## src/rtl/fetch_unit.sv

```systemverilog
// Instruction fetch stage: owns the PC, drives an async-read instruction memory,
// buffers {pc, instr} in a small skid FIFO and hands them to decode via valid/ready.
module fetch_unit #(
  parameter logic [31:0] RESET_PC   = 32'h0000_0000,
  parameter int unsigned FIFO_DEPTH = 2
) (
  input  logic        clk,
  input  logic        rst,
  input  logic        fetch_en,
  output logic [31:0] imem_addr,
  input  logic [31:0] imem_data,
  input  logic        redirect_valid,
  input  logic [31:0] redirect_pc,
  output logic        out_valid,
  input  logic        out_ready,
  output logic [31:0] out_instr,
  output logic [31:0] out_pc
);

  localparam int unsigned PW = (FIFO_DEPTH > 1) ? $clog2(FIFO_DEPTH) : 1;
  localparam int unsigned CW = $clog2(FIFO_DEPTH + 1);
  localparam logic [CW-1:0] DEPTH_C = CW'(FIFO_DEPTH);

  logic [31:0]   pc;
  logic [CW-1:0] count;
  logic [PW-1:0] wr_ptr;
  logic [PW-1:0] rd_ptr;
  logic [31:0]   buf_instr [FIFO_DEPTH];
  logic [31:0]   buf_pc    [FIFO_DEPTH];

  logic fire;
  logic push;
  logic pop;
  logic redirect_lsb_unused;

  assign imem_addr = pc;
  assign out_valid = (count != '0);
  assign out_instr = buf_instr[rd_ptr];
  assign out_pc    = buf_pc[rd_ptr];
  assign redirect_lsb_unused = ^redirect_pc[1:0];

  always_comb begin
    fire = out_valid & out_ready;
    // A full FIFO still accepts a push when the head leaves in the same cycle.
    push = fetch_en & ~redirect_valid & ((count < DEPTH_C) | fire);
    pop  = fire & ~redirect_valid;
  end

  always_ff @(posedge clk) begin
    if (rst) begin
      pc     <= RESET_PC;
      count  <= '0;
      wr_ptr <= '0;
      rd_ptr <= '0;
      for (int unsigned i = 0; i < FIFO_DEPTH; i++) begin
        buf_instr[i] <= '0;
        buf_pc[i]    <= '0;
      end
    end else if (redirect_valid) begin
      // Flush: any handshake in this cycle is discarded along with the queue.
      pc     <= {redirect_pc[31:2], 2'b00};
      count  <= '0;
      wr_ptr <= '0;
      rd_ptr <= '0;
    end else begin
      if (push) begin
        buf_instr[wr_ptr] <= imem_data;
        buf_pc[wr_ptr]    <= pc;
        wr_ptr            <= wr_ptr + PW'(1);
        pc                <= pc + 32'd4;
      end
      if (pop) begin
        rd_ptr <= rd_ptr + PW'(1);
      end
      case ({push, pop})
        2'b10:   count <= count + CW'(1);
        2'b01:   count <= count - CW'(1);
        default: count <= count;
      endcase
    end
  end

endmodule
```

## config.mk

```make
export PLATFORM = sky130hd
export DESIGN_NAME = fetch_unit
export DESIGN_NICKNAME = d
export VERILOG_FILES = /design/src/rtl/fetch_unit.sv
export SDC_FILE = /design/constraint.sdc
export NUM_CORES = 1
export LEC_CHECK = 0
export ABC_AREA = 1
export ABC_CLOCK_PERIOD_IN_PS = 3440
export CORE_MARGIN = 5
export CORE_UTILIZATION = 53
export CTS_BUF_LIST = sky130_fd_sc_hd__clkbuf_4 sky130_fd_sc_hd__clkbuf_8
export DETAILED_ROUTE_END_ITERATION = 8
export HOLD_SLACK_MARGIN = 0.05
export PLACE_DENSITY = 0.83
export SLEW_MARGIN = 20
export SYNTH_ARGS = -nofsm -noshare
export SYNTH_HDL_FRONTEND = slang
export SYNTH_SLANG_ARGS = --single-unit
```

## constraint.sdc

```tcl
create_clock -name clk -period 3.44 [get_ports clk]
set_clock_uncertainty 0.05 [all_clocks]
set_input_delay 0.516 -clock clk [delete_from_list [all_inputs] [get_ports clk]]
set_output_delay 0.516 -clock clk [all_outputs]
set_load 0.1 [all_outputs]
```

# ---- After elaboration in Yosys (flattened, before gate mapping)
# Memory sizes are Yosys's and may differ from the RTL's. A register that Yosys moved wholly into a read port is not among the register bits.
# Index checks and enable logic that the tools add are counted.
dict set report totals {
  n_memories 2
  in_bits 69
  output_inout_bits 97
  ramBits 128
  word_cells 46
  regBits 36
}
# memory words width rd rd_clocked_by_memory_dff write_ports line
set mem_list {}
lappend mem_list {buf_instr 2 32 1 1 2 28} ;# logic [31:0] buf_instr [FIFO_DEPTH];
lappend mem_list {buf_pc 2 32 1 1 2 29} ;# logic [31:0] buf_pc [FIFO_DEPTH];
dict set report op_classes {
  add_sub_neg 5
  bitwise 6
  mux 19
  magnitude_cmp 1
  reduce_logical 6
  n_eq_ne 2
}
# op count
set ops {}
lappend ops {{32-bit two-way mux} 4}
lappend ops {{32-bit OR reduction} 2}
lappend ops {{32-bit by 3-bit adder with 32-bit output, second input constant} 1}
lappend ops {{1-bit two-way mux} 14}
lappend ops {{2-bit nonzero test} 3}
lappend ops {{1-bit AND} 4}
lappend ops {{2-bit case mux with 2 select lines} 1}
lappend ops {{1-bit adder, second input constant} 2}
lappend ops {{2-bit by 1-bit adder with 2-bit output, second input constant} 1}
lappend ops {{2-bit by 1-bit == test with 1-bit output, second input constant} 1}
lappend ops {{2-bit == test, second input constant} 1}
lappend ops {{2-bit < comparator, second input constant} 1}
lappend ops {{2-bit OR reduction} 1}
lappend ops {{2-bit by 1-bit subtractor with 2-bit output, second input constant} 1}
lappend ops {{1-bit NOT} 1}
lappend ops {{1-bit OR} 1}

# ---- Longest topological paths before layout
dict set report logic_depth {
  word_depth 10
  depth_mapped 9
  depth_no_buf 9
}

# ---- Worst setup path after synthesis
# No wires, ideal clock.
dict set report synth_path {
  kind {input -> register}
  startpoint {input port rst}
  endpoint {memory buf_instr[1][0] (enable)}
  setup_time_ns 0.421
  path_stages 5
  setup_slack_ns 0.346
  required_ns 2.969
  n_path_buf 2
  arrival_ns 2.623
  path_cell_list {clkbuf_1 > nor2_1 > nand3_1 > buf_2 > nand2_1}
}
# element line
set synth_lines {}
lappend synth_lines {{start, declared} 8} ;# input logic rst,
lappend synth_lines {{end, declared} 28}

# ---- Worst setup path after layout
dict set report layout_path {
  startpoint {register pc[8], in the netlist imem_addr[8]}
  endpoint {output port imem_addr[8]}
}
# element line
set layout_lines {}
lappend layout_lines {{start, declared} 24} ;# logic [31:0] pc;
lappend layout_lines {{start signal, assigned} 61} ;# pc <= {redirect_pc[31:2], 2'b00};
lappend layout_lines {{start signal, assigned} 70} ;# pc <= pc + 32'd4;
lappend layout_lines {{end, declared} 10} ;# output logic [31:0] imem_addr,
# No word-level cell between the ends.

==> insert_results.sql <==
INSERT INTO impl_metrics (metric_group, metric, value, unit) VALUES
('status', 'run_status', 'finished, final reports clean', ''),
('finish', 'drive_gt1_share', '21.8', '%'),
('worst_setup_path', 'critical-path-max-stage-delay', '1.18', 'ns'),
('sta', 'slew-limit-headroom', '32.2', '%'),
('clocking', 'post_cts_gate_resize_count', '0', ''),
('worst_setup_path', 'rrSetupSlack', '1.46', 'ns'),
('clocking', 'clkLatencyLatePin', '0.45', 'ns'),
('worst_setup_path', 'worstPathArrival', '2.10', 'ns'),
('worst_setup_path', 'worst-r2r-cell-count', '8', ''),
('pwr', 'cell_internal_pwr', '2920', 'uW'),
('yosys', 'postSynthAreaPerCell', '9.80', 'um2'),
('global_routing', 'initial_antenna_violation_count', '0', ''),
('routing', 'routed.top_layer', 'met4', ''),
('sta', 'setup_viol', '0', ''),
('routing', 'met1_length', '7240', 'um'),
('clocking', 'clock_tree_from_tritoncts', 'done', ''),
('hold_path', 'worstHoldEndpoint', 'count[0]', ''),
('clocking', 'cts.root.buffer_cell', 'sky130_fd_sc_hd__clkbuf_8', ''),
('hold_path', 'worstHoldPathType', 'flop to flop', ''),
('die', 'die_area', '17000', 'um2'),
('hold_path', 'holdPathStages', '1', ''),
('die', 'ioPinCount', '166', ''),
('die', 'die_w', '130', 'um'),
('routing', 'routed-wl-met3', '1240', 'um'),
('yosys', 'synth_enable_flop_cells', '124', ''),
('finish', 'post-route-cell-area', '9590', 'um2'),
('pwr', 'power_per_cell_area', '464', 'nW/um2'),
('worst_setup_path', 'cp_max_fo', '5', ''),
('pwr', 'power.share.switching', '34.4', '%'),
('routing', 'dr.first_iter.drc_count', '414', ''),
('worst_setup_path', 'start_kind', 'flop', ''),
('yosys', 'post_synth_instance_area', '7660', 'um2'),
('pwr', 'leakagePower', '0.00383', 'uW'),
('finish', 'finish.net_count', '1008', ''),
('routing', 'detailroute.via_count', '5825', ''),
('worst_setup_path', 'rr_endpoint', 'buf_pc[0][21]', ''),
('finish', 'commonest_cells_after_routing_fill_and_taps_aside', '163 x sky130_fd_sc_hd__nor2_1, 124 x sky130_fd_sc_hd__nand2_1, 124 x sky130_fd_sc_hd__edfxtp_1', ''),
('global_routing', 'grt_max_degree', '63', ''),
('worst_setup_path', 'critPathSlowestCell', 'sky130_fd_sc_hd__clkdlybuf4s50_1', ''),
('worst_setup_path', 'critPathBufInv', '1', ''),
('yosys', 'synth.distinct_cells', '36', ''),
('finish', 'area_of_combinational_cells_with_multiple_inputs', '2680', 'um2'),
('worst_setup_path', 'worst_ep_required_time', '2.87', 'ns'),
('routing', 'antenna_nets_post_route', '0', ''),
('routing', 'drt-total-wl', '17500', 'um'),
('die', 'initial_core_util', '53.3', '%'),
('routing', 'drc_errors', '0', ''),
('clocking', 'worst_setup_hold_path_clk_slew', '0.09', 'ns'),
('worst_setup_path', 'crit_chain', 'clkdlybuf4s50_1', ''),
('pwr', 'p_sw', '1530', 'uW'),
('yosys', 'synth-async-reset-ratio', '0', '%'),
('global_routing', 'grt_pass1_wl', '27700', 'um'),
('sta', 'setup_total_negative_slack', '0', 'ns'),
('worst_setup_path', 'path_class', 'flop to output pin', ''),
('die', 'fp.dieH', '130', 'um'),
('placed_design', 'placement.io_buffers', '159', ''),
('routing', 'vias_per_cell', '5.14', ''),
('sta', 'hold_viol_final', '0', ''),
('clocking', 'cts_buffers', '17', ''),
('finish', 'antenna_cells', '0', ''),
('pwr', 'vdd_drop_max', '0.243', 'mV'),
('flow_run', 'maxCapViolations', '0', ''),
('finish', 'register_area', '4430', 'um2'),
('routing', 'firstDrtPassIters', '5', ''),
('worst_setup_path', 'worst_path_dominant_cell_family', 'buffers and inverters', ''),
('yosys', 'synth_seq_cells', '159', ''),
('sta', 'fmax', '0.375', 'GHz'),
('worst_setup_path', 'critPathCaptureType', 'output pin', ''),
('sta', 'whs', '0.422', 'ns'),
('clocking', 'post_cts_hold_buffer_count', '0', ''),
('sta', 'worst_pin_slew', '1.01', 'ns');
==> cell type report <==
cell class              instances  share of cell area [%]
repair buffers                166                    15.9
flip-flops and latches        159                    46.1
multi-input cells             491                    27.9
well taps                     184                    2.40
inverters                     102                    4.04
clock buffers                  17                    2.44
clock inverters                15                    1.19
==> registers in the layout (all words and copies together) (netlist names), named ones only <==
signal,flops
buf_instr,64
buf_pc,60
count,2
imem_addr,30
rd_ptr,1
wr_ptr,1
==> worst max path at each step <==
| stage | slack [ns] | start | cells past startpoint | endpoint |
|---|---|---|---|---|
| 6_report | 0.77 | imem_addr[8] | 1 | imem_addr[8] |
| 5_1_grt | 0.70 | imem_addr[15] | 1 | imem_addr[15] |
| 4_1_cts | 0.75 | imem_addr[8] | 1 | imem_addr[8] |
| 3_5_place_dp | 0.81 | out_ready | 8 | buf_pc[0][28] |
| 3_3_place_gp | 0.83 | out_ready | 8 | buf_pc[0][28] |
| 2_1_floorplan | 0.35 | rst | 5 | buf_instr[1][0] |
==> power groups by stage <==
stage	clock (uW)	combinational [uW]	sequential, uW
3_5_place_dp	0	1030	2250
5_1_grt	1330	1070	2220
2_1_floorplan	0	617	2400
4_1_cts	1250	1030	2210
3_3_place_gp	0	1020	2250
6_report	1220	1020	2210
==> Yosys cell counts (5+ instances only) <==
library cell,n,area share [%]
sky130_fd_sc_hd__o21ai_0,16,1.0
sky130_fd_sc_hd__nand3_1,39,2.5
sky130_fd_sc_hd__a21oi_1,29,1.9
sky130_fd_sc_hd__edfxtp_1,124,49
sky130_fd_sc_hd__clkbuf_1,5,0.25
sky130_fd_sc_hd__dfxtp_1,35,9.1
sky130_fd_sc_hd__buf_2,19,1.2
sky130_fd_sc_hd__buf_4,7,0.69
sky130_fd_sc_hd__a31oi_1,5,0.41
sky130_fd_sc_hd__inv_1,97,4.8
sky130_fd_sc_hd__nor2_4,5,0.73
sky130_fd_sc_hd__o21ai_2,14,1.6
sky130_fd_sc_hd__nor2_1,163,8.0
sky130_fd_sc_hd__nand2_1,126,6.2
sky130_fd_sc_hd__mux2_2,62,9.1
==> kinds of logic after synthesis <==
group	after synthesis	synth area share [%]
and+or+nand+nor	348	19.2
DFF	159	57.7
buffers and inverters	135	7.58
AOI/OAI and AO/OA	70	5.45
muxes	62	9.11
xor gates and xnor gates	5	0.572
adders and majority gates	2	0.327
other	1	0.0489
==> routing by layer <==
| metal | GRT usage (%) | up-vias |
|---|---|---|
| met2 | 36.5 | 203 |
| met5 | 0 | - |
| met4 | 7.46 | 0 |
| met3 | 4.54 | 27 |
| met1 | 26.0 | 2730 |
| li1 | - | 2865 |
==> through the flow <==
stage / std cells / utilization, % / setup WS [ns] / total power, uW
6_report: 1134 / 66.8 / 0.773 / 4450
5_1_grt: 1134 / 66.8 / 0.702 / 4610
4_1_cts: 1134 / 66.8 / 0.751 / 4490
3_5_place_dp: 1102 / 64.3 / 0.815 / 3280
3_3_place_gp: 1102 / 64.3 / 0.830 / 3270
2_1_floorplan: 785 / - / 0.346 / 3010
Power figures use the tool's default switching activity.
